`config.mk`:
```
export PLATFORM = sky130hd
export DESIGN_NAME = dmem_io
export DESIGN_NICKNAME = d
export VERILOG_FILES = /design/src/rtl/dmem_io.sv
export SDC_FILE = /design/constraint.sdc
export NUM_CORES = 1
export LEC_CHECK = 0
export BUFFER_PORTS_ARGS = -buffer_cell sky130_fd_sc_hd__buf_2
export CAP_MARGIN = 5
export CORE_ASPECT_RATIO = 0.9
export CORE_MARGIN = 1
export CORE_UTILIZATION = 41
export CTS_BUF_LIST = sky130_fd_sc_hd__clkbuf_4 sky130_fd_sc_hd__clkbuf_8
export CTS_CLUSTER_DIAMETER = 120
export CTS_CLUSTER_SIZE = 12
export DETAILED_ROUTE_END_ITERATION = 12
export SLEW_MARGIN = 20
export SYNTH_ARGS = -nofsm -noshare
export SYNTH_HDL_FRONTEND = slang
export SYNTH_SLANG_ARGS = --single-unit
```
`constraint.sdc`:
```
create_clock -name CLK -period 3 [get_ports CLK]
set_input_delay 0.3 -clock CLK [delete_from_list [all_inputs] [get_ports CLK]]
set_output_delay 0.3 -clock CLK [all_outputs]
set_load 0.02 [all_outputs]
```
`src/rtl/dmem_io.sv`:
```
// Data-side memory and memory-mapped I/O: 128-byte RAM, LED register, synchronized
// switches, free-running cycle counter and a byte-wide UART transmitter with busy/overrun status.
`timescale 1ns/1ps
module dmem_io #(
  parameter int CLKS_PER_BIT = 4
) (
  input  logic       CLK,
  input  logic       RESET,
  input  logic [7:0] ADDR,
  input  logic [7:0] WDATA,
  input  logic       MW,
  input  logic [7:0] SW,
  output logic [7:0] RDATA,
  output logic [7:0] LED,
  output logic       TX,
  output logic [1:0] dbg_state
);

  localparam logic [7:0] A_LED    = 8'hF0;
  localparam logic [7:0] A_SW     = 8'hF1;
  localparam logic [7:0] A_CNT    = 8'hF2;
  localparam logic [7:0] A_TXDATA = 8'hF4;
  localparam logic [7:0] A_STATUS = 8'hF5;

  localparam int CW = (CLKS_PER_BIT > 1) ? $clog2(CLKS_PER_BIT) : 1;
  localparam logic [CW-1:0] LAST_CLK = CW'(CLKS_PER_BIT - 1);

  typedef enum logic [1:0] {
    IDLE  = 2'd0,
    START = 2'd1,
    DATA  = 2'd2,
    STOP  = 2'd3
  } uart_state_t;

  // Bus protocol: a single-cycle write strobe. Any cycle with MW=1 commits WDATA to
  // the decoded target at the next rising edge; there is no back-pressure, so a
  // TX write while the transmitter is busy is dropped and flagged as overrun.
  logic wr_ram, wr_led, wr_cnt, wr_tx, wr_stat;

  assign wr_ram  = MW & ~ADDR[7];
  assign wr_led  = MW & (ADDR == A_LED);
  assign wr_cnt  = MW & (ADDR == A_CNT);
  assign wr_tx   = MW & (ADDR == A_TXDATA);
  assign wr_stat = MW & (ADDR == A_STATUS);

  // RAM: contents survive reset, so it has no reset branch.
  logic [7:0] mem [0:127];

  always_ff @(posedge CLK) begin
    if (wr_ram) mem[ADDR[6:0]] <= WDATA;
  end

  logic [7:0] led_q;
  logic [7:0] sw_s1, sw_s2;
  logic [7:0] cnt_q;

  always_ff @(posedge CLK) begin
    if (RESET) begin
      led_q <= 8'h00;
      sw_s1 <= 8'h00;
      sw_s2 <= 8'h00;
      cnt_q <= 8'h00;
    end else begin
      sw_s1 <= SW;
      sw_s2 <= sw_s1;
      if (wr_led) led_q <= WDATA;
      if (wr_cnt) cnt_q <= WDATA;
      else        cnt_q <= cnt_q + 8'd1;
    end
  end

  assign LED = led_q;

  uart_state_t   state;
  logic [CW-1:0] clk_cnt;
  logic [2:0]    bit_idx;
  logic [7:0]    shift_q;
  logic          tx_q;
  logic          overrun_q;
  logic          busy;

  assign busy = (state != IDLE);

  always_ff @(posedge CLK) begin
    if (RESET) begin
      state     <= IDLE;
      clk_cnt   <= '0;
      bit_idx   <= 3'd0;
      shift_q   <= 8'h00;
      tx_q      <= 1'b1;
      overrun_q <= 1'b0;
    end else begin
      if (wr_tx && busy)  overrun_q <= 1'b1;
      else if (wr_stat)   overrun_q <= 1'b0;

      case (state)
        IDLE: begin
          tx_q <= 1'b1;
          if (wr_tx) begin
            shift_q <= WDATA;
            clk_cnt <= '0;
            tx_q    <= 1'b0;
            state   <= START;
          end
        end
        START: begin
          if (clk_cnt == LAST_CLK) begin
            clk_cnt <= '0;
            bit_idx <= 3'd0;
            tx_q    <= shift_q[0];
            state   <= DATA;
          end else begin
            clk_cnt <= clk_cnt + 1'b1;
          end
        end
        DATA: begin
          if (clk_cnt == LAST_CLK) begin
            clk_cnt <= '0;
            if (bit_idx == 3'd7) begin
              tx_q  <= 1'b1;
              state <= STOP;
            end else begin
              // Shift right so the next bit to send is always in bit 1 before the shift.
              tx_q    <= shift_q[1];
              shift_q <= {1'b0, shift_q[7:1]};
              bit_idx <= bit_idx + 3'd1;
            end
          end else begin
            clk_cnt <= clk_cnt + 1'b1;
          end
        end
        STOP: begin
          if (clk_cnt == LAST_CLK) begin
            clk_cnt <= '0;
            state   <= IDLE;
          end else begin
            clk_cnt <= clk_cnt + 1'b1;
          end
        end
        default: begin
          tx_q  <= 1'b1;
          state <= IDLE;
        end
      endcase
    end
  end

  assign TX        = tx_q;
  assign dbg_state = state;

  always_comb begin
    RDATA = 8'h00;
    if (!ADDR[7]) begin
      RDATA = mem[ADDR[6:0]];
    end else begin
      case (ADDR)
        A_LED:    RDATA = led_q;
        A_SW:     RDATA = sw_s2;
        A_CNT:    RDATA = cnt_q;
        A_STATUS: RDATA = {6'b0, overrun_q, busy};
        default:  RDATA = 8'h00;
      endcase
    end
  end

endmodule
```
==> metrics.cfg, run 1 <==
[yosys]
avgSynthCellArea_um2=18.6
synth_cell_types=67
synth_common_cells=edfxtp_1 (1024), mux2i_1 (227), nor2_1 (172), mux4_2 (162), a22oi_1 (78)
synthFlopType=edfxtp_1
synth_seq_cells=1073
ys_seq_area_share_pct=74.6
synth.area.top_cells=edfxtp_1 (72%), mux4_2 (8.6%), mux2i_1 (5.3%)
synthesis.area_mm2=0.0425
synthCells=2291
syn_nets=2326
synth_most_common_cell=edfxtp_1
synth_top_area_cell=edfxtp_1
synth_edf_count=1024
synth_top_area_share_pct=72.3
synth_warnings=0
ys_async_sr_fraction_pct=0

[worst_setup_path]
required_ns=2.70
r2r-end=shift_q[6]
startpoint_type=flip-flop
path_cells=mux4_2, a221oi_4, o21ai_2, a22oi_2, buf_4, a32oi_4, buf_6
crit_arrival_ns=2.89
worst_path_max_delay_cell=mux4_2
r2r_cells=6
r2r_slack_ns=0.88
critPathBufInv=2
setup.worst_path.class=reg2out
crit_fanout=1
crit_end=RDATA[2]
reg2reg_from=dbg_state[0]
critPathTopFamily=compound AO/OA/AOI/OAI gates
crit_start=mem[10][2]
crit_path_end_kind=output port
cp_slowest_stage_delay_ns=0.50
cp.depth=7

[grt]
grt_max_degree=89
grt_usage_pct=19.8
antenna_found_initial=6
grt_pass1_wl_mm=153
overflow=0
grt_pass1_vias=23200

[cts]
post-cts-setup-buffers=0
insertion_delay_ns=0.75
tritoncts=built
cts_max_path_buffers=3
cts.reportedPaths.clkPinSlew_ns=0.08
numCtsBuffers=99
cts.sinks=1073
root_buffer=clkbuf_8
cts_htree_levels=3

[sta]
period_share_pct=106
max_freq_mhz=313
fin_worst_hold_slack_ns=0.0807
setup_ws_ns=-0.191
rsz0062_at_grt=yes
tightestPinTransition_ns=0.967
hold_violations=0
fin_crit_ns=3.19
fin_worst_skew_ns=0.0108
maxSlewViolCount=0
final-setup-viol-count=4
maxSlewHeadroom_pct=35.5
fin_setup_tns_ns=-0.312

[placed_design]
hpwl_mm=67.4
place_congestion=0.887
portBuffers=45

[power_and_ir_drop]
pwr_density_cell_mw_per_mm2=546
power_mw=26.5
power.leakage_nw=16.0
vdd_drop_max_uv=316

[floorplanning]
start_util_pct=41.5
ioPinCount=46
placementRows=111
die_x_um=341
die_h_um=308
coreArea_mm2=0.102
die_area_mm2=0.105

[finish]
fin_util_pct=47.4
layout.nets=2658
area_delta_synth_final_pct=14.2
drive_gt1_share_pct=27.5

[route]
drc=0
via_per_inst=5.62
via_count=22500
drt_wl_total_mm=103
drtIter0Drc=2034
first_pass_iters=5
routedWlPerCell_um=25.8
ant_nets=0

[run_status]
status=complete, but fails checks
violations=setup timing

[run]
drv_cap=0

[worst_hold_path]
hp-class=in2reg

## cells in the final DEF, fill, tap and decap left out, types with 5 or more instances in the layout
| master | count |
|---|---|
| a211oi_1 | 19 |
| a21oi_1 | 42 |
| a221oi_2 | 8 |
| a22oi_1 | 70 |
| a22oi_2 | 8 |
| a31oi_1 | 15 |
| a31oi_4 | 5 |
| and3_1 | 8 |
| buf_12 | 34 |
| buf_2 | 26 |
| buf_4 | 291 |
| buf_6 | 12 |
| clkbuf_4 | 20 |
| clkbuf_8 | 103 |
| dfxtp_1 | 49 |
| dlygate4sd3_1 | 10 |
| edfxtp_1 | 1024 |
| ha_1 | 8 |
| mux2_2 | 17 |
| mux2i_1 | 222 |
| mux4_2 | 162 |
| nand2_1 | 75 |
| nand2b_1 | 7 |
| nand3_1 | 34 |
| nand3b_1 | 9 |
| nor2_1 | 171 |
| nor2b_1 | 23 |
| nor3_1 | 9 |
| o211ai_1 | 13 |
| o21ai_0 | 30 |
| o21ai_1 | 18 |
| o21ai_2 | 7 |
| o22a_1 | 5 |
| o22ai_1 | 11 |
## registers in the layout, indices dropped and copies added, names as in the netlist
register,count
cnt_q,8
overrun_q,1
shift_q,8
mem,1024
sw_s1,8
sw_s2,8
clk_cnt,2
dbg_state,2
LED,8
TX,1
bit_idx,3
## per-layer routing
| metal | vias to the layer above | track usage, % | share of wire [%] | routed length, µm |
|---|---|---|---|---|
| met1 | 11800 | 28.2 | 44 | 45100 |
| met2 | 762 | 31.0 | 47 | 48200 |
| met5 | - | 0 | 0 | 0 |
| met4 | 0 | 5.58 | 2.7 | 2780 |
| met3 | 163 | 3.93 | 6.9 | 7130 |
| li1 | 9831 | - | - | - |
## worst min path at each step
stage | start | to | slack, ns | depth (start not counted)
after detailed placement | sw_s1[1] | sw_s2[1] | 0.42 | 1
after CTS | WDATA[6] | mem[0][6] | 0.03 | 1
final | WDATA[6] | mem[0][6] | 0.08 | 1
after global routing | WDATA[6] | mem[0][6] | 0.04 | 1
after global placement | sw_s1[1] | sw_s2[1] | 0.42 | 1
after floorplan | WDATA[0] | mem[0][0] | 0.40 | 0
## cells by family (layout without fill, tap and decap cells)
family / Yosys count / in the layout / synth area share (%)
compound gates: 282 / 282 / 4.45
xor+xnor: 6 / 6 / 0.124
fa+ha+maj: 8 / 8 / 0.235
buf+inv: 148 / 503 / 2.19
flops: 1073 / 1073 / 74.6
other cells: 0 / 4 / 0
simple gates: 368 / 368 / 4.01
mux: 406 / 406 / 14.4
## cell type report
type,count,area [µm²]
Fill cell,8480,53800
Sequential cell,1073,31700
Multi-Input combinational cell,1070,10300
Timing Repair Buffer,375,3260
Tap cell,1356,1700
Clock buffer,122,1550
Clock inverter,2,17.5
Inverter,4,15.0
Antenna cell,4,10.0
## through the flow
stage	std cells	area, µm²	setup WS (ns)
after CTS	4002	48400	-0.241
final	4006	48600	-0.191
after detailed placement	3868	46400	-0.341
after global routing	4003	48600	-0.311
after global placement	3868	46400	-0.311
after floorplan	2291	42500	0.757
## repair_timing
item	4_1_cts	5_1_grt
hold buffers	10	0
setup endpoints to repair	8	8
pin swaps	22	7
hold endpoints to repair	49	0
resized for setup	79	24
## report_power, final
group	switching, mW	leakage [nW]	internal (mW)
Combinational	1.26	5.58	0.846
Clock	4.60	0.834	3.31
Sequential	0.0486	9.60	16.5
Total	5.91	16.0	20.6
Note: power is estimated with default switching activity, not from simulation.
==> run 2: changes to the inputs <==
--- a/config.mk
+++ b/config.mk
@@ -5,15 +5,16 @@
 export SDC_FILE = /design/constraint.sdc
 export NUM_CORES = 1
 export LEC_CHECK = 0
-export BUFFER_PORTS_ARGS = -buffer_cell sky130_fd_sc_hd__buf_2
+export BUFFER_PORTS_ARGS = -buffer_cell sky130_fd_sc_hd__buf_4
 export CAP_MARGIN = 5
 export CORE_ASPECT_RATIO = 0.9
-export CORE_MARGIN = 1
+export CORE_MARGIN = 3
 export CORE_UTILIZATION = 41
 export CTS_BUF_LIST = sky130_fd_sc_hd__clkbuf_4 sky130_fd_sc_hd__clkbuf_8
 export CTS_CLUSTER_DIAMETER = 120
 export CTS_CLUSTER_SIZE = 12
 export DETAILED_ROUTE_END_ITERATION = 12
+export RECOVER_POWER = 25
 export SLEW_MARGIN = 20
 export SYNTH_ARGS = -nofsm -noshare
 export SYNTH_HDL_FRONTEND = slang
==> run 2 against run 1 <==
Against the previous run: the run ends with capacitance limit, slew limit, setup timing left; core utilization about the same; global-route usage is 0.33 points lower; count of clock-buffer cells in the layout is 3 lower; critical path type unchanged; highest routed layer is now met5; critical path depth unchanged; die area increased by 2.5%; largest power group unchanged; via count increased by 0.22%; clock skew is essentially flat; final area up 0.10%; clock power is essentially flat.
==> metrics.cfg, run 2 (synthesized netlist as in run 1, its figures left out) <==
[finish]
drive_gt1_share_pct=27.4  ; -0.12 points
largest_reg_flops=1024  ; unchanged
most-common-layout-cells=edfxtp_1 (1024), buf_4 (310), mux2i_1 (215)
layout.nets=2666  ; +0.30%
final_common_cell=edfxtp_1
stdcell_area_mm2=0.0486  ; +0.10%
area_delta_synth_final_pct=14.3

[power_and_ir_drop]
power.switching_mw=5.97  ; +1.1%
sequentialPowerShare_pct=62.3  ; about the same
clkPwrFrac_pct=29.9  ; about the same
p_int_mw=20.6  ; -0.26%
power_frac_comb_pct=7.9  ; about the same
power.leakage_nw=16.0  ; -0.17%
vdd_drop_max_uv=372  ; +18%
pwr_density_cell_mw_per_mm2=546  ; about the same
p_sw_share_pct=22.5  ; +0.23 points

[sta]
rsz0062_at_grt=yes
fin_crit_ns=3.24  ; +0.0525 ns
final-setup-viol-count=3  ; -1
setup_ws_ns=-0.243  ; -0.0525 ns
period_share_pct=108  ; +1.7 points
maxSlewHeadroom_pct=-99.4  ; -130 points
tightestPinTransition_ns=2.99  ; +2.02 ns
maxSlewViolCount=460  ; +460
max_freq_mhz=308  ; -1.6%
hold_violations=0  ; unchanged
fin_worst_skew_ns=0.0104  ; -0.000441 ns
fin_worst_hold_slack_ns=0.133  ; +0.0526 ns

[floorplanning]
start_util_pct=41.5  ; unchanged
die_area_mm2=0.108  ; +2.5%
die_h_um=312  ; +1.3%
placementRows=111  ; unchanged
ioPinCount=46  ; unchanged
coreArea_mm2=0.102  ; unchanged
die_x_um=345  ; +1.2%

[route]
routedWlPerCell_um=26.4  ; +2.5%
top_layer=met5
via_per_inst=5.63  ; about the same
ant_nets=0  ; unchanged
wl_met2_mm=49.6  ; +2.9%
drt_wl_total_mm=106  ; +2.6%
wl_met1_mm=46.2  ; +2.3%
drc=0  ; unchanged
drtIter0Drc=2483  ; +22%
first_pass_iters=5  ; unchanged
routed-wl-met3_mm=7.92  ; +11%
via_count=22600  ; +0.22%

[cts]
cts.sinks=1073  ; unchanged
insertion_delay_ns=0.74  ; about the same
root_buffer=clkbuf_8
tritoncts=built
cts.reportedPaths.clkPinSlew_ns=0.09  ; about the same
numCtsBuffers=99  ; unchanged
cts_max_path_buffers=3  ; unchanged
cts_htree_levels=3  ; unchanged

[placed_design]
portBuffers=45  ; unchanged
hpwl_mm=69.1  ; +2.6%
placed_cell_area_mm2=0.0465  ; +0.10%
place_congestion=0.822  ; -7.3%

[worst_setup_path]
crit_start=mem[39][7]
crit_path_end_kind=output port
reg2reg_from=dbg_state[0]
r2r_slack_ns=0.87  ; about the same
crit_arrival_ns=2.94  ; +0.05 ns
setup.worst_path.class=reg2out
required_ns=2.70  ; about the same
crit_fanout=1  ; unchanged
startpoint_type=flip-flop

[grt]
overflow=0  ; unchanged
grt_pass1_vias=22900  ; -1.2%
grt_usage_pct=19.5  ; -0.33 points
grt_pass1_wl_mm=156  ; +2.1%
grt_max_degree=85  ; -4.5%
antenna_found_initial=2  ; -4

[run_status]
status=complete, but fails checks
violations=capacitance limit, slew limit, setup timing

[run]
drv_cap=10  ; +10

[worst_hold_path]
worstHoldStart=MW
hp-class=in2reg

==> run 2: changes by cell type in the layout (fill, tap and decap cells not counted), sizes merged <==
cell         before  now
buf             364  345
clkbuf          123  140
clkinvlp          0    2
diode             4    1
dlygate4sd3      10   17
inv               6    7
==> run 2: metrics by stage <==
stage	setup slack, ns	power (mW)	TNS [ns]	instances	utilization (%)
final	-0.243	26.5	-0.449	4011	47.5
after detailed placement	-0.411	18.8	-1.30	3873	45.4
after floorplan	0.757	17.9	0	2291	-
after global placement	-0.485	18.8	-1.40	3873	45.4
after global routing	-0.324	27.5	-16.56	4011	47.5
after CTS	-0.265	26.7	-0.962	4010	47.5
==> run 2: worst max-delay path, stage by stage, from the launching register on <==
cell	delay, ns
edfxtp_1	0.37
mux4_2	0.52
a221oi_4	0.33
o21ai_2	0.13
a22oi_2	0.34
buf_4	0.20
a32oi_4	0.14
buf_6	0.19
==> run 2: power groups by stage <==
stage / clock network [mW] / registers, mW / logic (mW)
2_1_floorplan: 0 / 16.9 / 1.03
3_3_place_gp: 0 / 16.8 / 1.95
3_5_place_dp: 0 / 16.9 / 1.98
4_1_cts: 8.13 / 16.5 / 2.09
5_1_grt: 8.70 / 16.5 / 2.23
6_report: 7.92 / 16.5 / 2.09
==> run 2: final cells by class <==
type | count | area (µm²)
diodes | 1 | 2.50
clock buffers | 119 | 1530
clock inverters | 5 | 46.3
fillers | 8415 | 53700
inverters | 4 | 15.0
multi-input cells | 1070 | 10400
flip-flops and latches | 1073 | 31700
well taps | 1356 | 1700
repair buffers | 383 | 3210
==> run 2: worst paths after layout <==
check,end,cells past startpoint
hold / removal,overrun_q,5
hold reg to reg,sw_s2[2],1
setup / recovery,RDATA[7],7
setup reg to reg,shift_q[3],6
==> run 2: what timing repair did <==
| action | CTS | global route |
|---|---|---|
| endpoints found under the hold margin | 30 | 0 |
| hold buffers | 17 | 0 |
| endpoints found under the setup margin | 8 | 8 |
| gates resized for setup | 91 | 20 |
| setup buffers | 0 | 0 |
| cloned | 0 | 0 |
| pin swaps | 27 | 7 |
==> run 2: routing by layer <==
metal | up-vias | global-route usage, %
met5 | - | 0
li1 | 9816 | -
met4 | 2 | 4.51
met3 | 159 | 3.90
met2 | 814 | 30.2
met1 | 11800 | 28.4
==> run 3: changes to the inputs <==
--- a/config.mk
+++ b/config.mk
@@ -8,13 +8,13 @@
 export BUFFER_PORTS_ARGS = -buffer_cell sky130_fd_sc_hd__buf_4
 export CAP_MARGIN = 5
 export CORE_ASPECT_RATIO = 0.9
-export CORE_MARGIN = 3
 export CORE_UTILIZATION = 41
 export CTS_BUF_LIST = sky130_fd_sc_hd__clkbuf_4 sky130_fd_sc_hd__clkbuf_8
 export CTS_CLUSTER_DIAMETER = 120
 export CTS_CLUSTER_SIZE = 12
 export DETAILED_ROUTE_END_ITERATION = 12
 export RECOVER_POWER = 25
+export SETUP_SLACK_MARGIN = 0.4
 export SLEW_MARGIN = 20
 export SYNTH_ARGS = -nofsm -noshare
 export SYNTH_HDL_FRONTEND = slang
==> run 3 against run 2 <==
Against the previous run: critical path depth stayed put; core utilization up 0.10 points; cell count grew 0.60%; count of clock-buffer cells in the layout increased by 2; maximum frequency is 2.8% higher; highest routed layer unchanged; die area decreased by 2.4%; sequential power about the same; worst setup slack gained 0.089 ns; the run still ends with capacitance limit, slew limit, setup timing left; final area up 0.22%; clock skew fell by 0.0020 ns.
==> metrics.cfg, run 3 (synthesized netlist as in run 1, its figures left out) <==
[run_status]
status=complete, but fails checks
violations=capacitance limit, slew limit, setup timing

[floorplanning]
placementRows=111  ; unchanged
ioPinCount=46  ; unchanged
coreArea_mm2=0.102  ; unchanged
start_util_pct=41.5  ; unchanged
die_h_um=308  ; -1.3%
die_x_um=341  ; -1.2%
die_area_mm2=0.105  ; -2.4%

[grt]
antenna_found_initial=7  ; +5
grt_pass1_vias=23600  ; +3.0%
grt_usage_pct=20.1  ; +0.69 points
grt_pass1_wl_mm=155  ; -0.74%
grt_max_degree=90  ; +5.9%
overflow=0  ; unchanged

[worst_hold_path]
hp-class=in2reg
holdPathStages=5  ; unchanged
hold_path_end=overrun_q
worstHoldStart=MW

[power_and_ir_drop]
power.leakage_nw=16.1  ; +0.78%
power_mw=26.6  ; +0.10%
pwr_density_cell_mw_per_mm2=545  ; -0.12%
vdd_drop_max_uv=325  ; -13%

[worst_setup_path]
required_ns=2.70  ; about the same
crit_fanout=1  ; unchanged
r2r_slack_ns=1.07  ; +0.20 ns
crit_path_end_kind=output port
reg2reg_from=dbg_state[0]
r2r-end=shift_q[5]
setup.worst_path.class=reg2out
crit_arrival_ns=2.85  ; -0.09 ns
startpoint_type=flip-flop
r2r_cells=7  ; +1

[sta]
setup_ws_ns=-0.155  ; +0.0885 ns
fin_worst_skew_ns=0.00841  ; -0.00200 ns
rsz0062_at_grt=yes
final-setup-viol-count=6  ; +3
maxSlewViolCount=334  ; -27%
hold_violations=0  ; unchanged
fin_setup_tns_ns=-0.546  ; -0.0972 ns
fin_crit_ns=3.15  ; -0.0885 ns
max_freq_mhz=317  ; +2.8%
fin_worst_hold_slack_ns=0.0948  ; -0.0385 ns
period_share_pct=105  ; -3.0 points
tightestPinTransition_ns=2.83  ; -0.163 ns
maxSlewHeadroom_pct=-88.5  ; +11 points

[route]
ant_nets=0  ; unchanged
via_per_inst=5.62  ; about the same
routedWlPerCell_um=26.0  ; -1.7%
drtIter0Drc=2398  ; -3.4%
first_pass_iters=6  ; +1
via_count=22700  ; +0.55%
drt_wl_total_mm=105  ; -1.1%
drc=0  ; unchanged

[finish]
stdcell_area_mm2=0.0487  ; +0.22%
drive_gt1_share_pct=27.6  ; +0.22 points
largest_reg_flops=1024  ; unchanged
area_delta_synth_final_pct=14.6
final_cell_count_no_fill=4035  ; +0.60%
most-common-layout-cells=edfxtp_1 (1024), buf_4 (324), mux2i_1 (223)
layout.nets=2685  ; +0.71%
final_common_cell=edfxtp_1

[cts]
cts.reportedPaths.clkPinSlew_ns=0.08  ; about the same
root_buffer=clkbuf_8
post-cts-setup-buffers=0  ; unchanged
cts.sinks=1073  ; unchanged
tritoncts=built
cts_htree_levels=3  ; unchanged
cts_max_path_buffers=3  ; unchanged
insertion_delay_ns=0.77  ; +0.03 ns
numCtsBuffers=99  ; unchanged

[placed_design]
hpwl_mm=67.9  ; -1.7%
portBuffers=45  ; unchanged
placed_cell_area_mm2=0.0466  ; +0.29%
place_inst=3886  ; +0.34%
place_congestion=0.875  ; +6.4%

[run]
drv_cap=7  ; -3

==> run 3: how the worst max path moves through the flow <==
stage          startpoint         end  slack [ns]  depth (start not counted)
6_report       mem[15][2]    RDATA[2]       -0.15                          7
5_1_grt        mem[15][5]    RDATA[5]       -0.27                          8
4_1_cts        mem[15][5]    RDATA[5]       -0.24                          8
3_5_place_dp      ADDR[0]    RDATA[1]       -0.24                         11
3_3_place_gp      ADDR[0]    RDATA[1]       -0.22                         11
2_1_floorplan     ADDR[1]  mem[63][0]        0.76                          7
==> run 3: area by class of cell <==
| cell class | count | area [µm²] |
|---|---|---|
| Clock inverter | 6 | 55.1 |
| Multi-Input combinational cell | 1070 | 10300 |
| Tap cell | 1356 | 1700 |
| Timing Repair Buffer | 402 | 3420 |
| Inverter | 4 | 15.0 |
| Fill cell | 8431 | 53600 |
| Clock buffer | 121 | 1530 |
| Antenna cell | 3 | 7.51 |
| Sequential cell | 1073 | 31700 |
==> run 3: where the power goes <==
| part | internal [mW] | leakage (nW) | switching (mW) |
|---|---|---|---|
| combinational | 0.829 | 5.69 | 1.25 |
| sequential | 16.5 | 9.60 | 0.0510 |
| clock | 3.29 | 0.828 | 4.68 |
| total | 20.6 | 16.1 | 5.98 |
==> run 3: what timing repair did <==
action / CTS / global route
gates resized for setup: 74 / 13
pin swaps: 23 / 6
endpoints found under the setup margin: 8 / 8
hold endpoints to repair: 85 / 0
hold buffers: 19 / 0
==> run 3: worst max-delay path, cell delays in order, from the launching register on <==
cell and delay, ns:
edfxtp_1 0.36, mux4_2 0.52, a221oi_4 0.34, o21ai_2 0.15
a22oi_2 0.25, buf_4 0.16, a32oi_4 0.14, buf_6 0.17
==> run 3: per-layer routing <==
metal / GRT usage [%] / wire length (µm) / up-vias
met3: 4.75 / 8520 / 179
met5: 0 / 17 / -
li1: - / - / 9867
met1: 28.0 / 44500 / 11800
met2: 31.7 / 48900 / 826
met4: 5.71 / 2910 / 4
==> run 3: metrics by stage <==
step                      setup WS (ns)  utilization, %
after global placement           -0.225            45.5
after global routing             -0.272            47.6
after detailed placement         -0.238            45.5
final                            -0.155            47.6
after CTS                        -0.237            47.6
after floorplan                   0.757               -
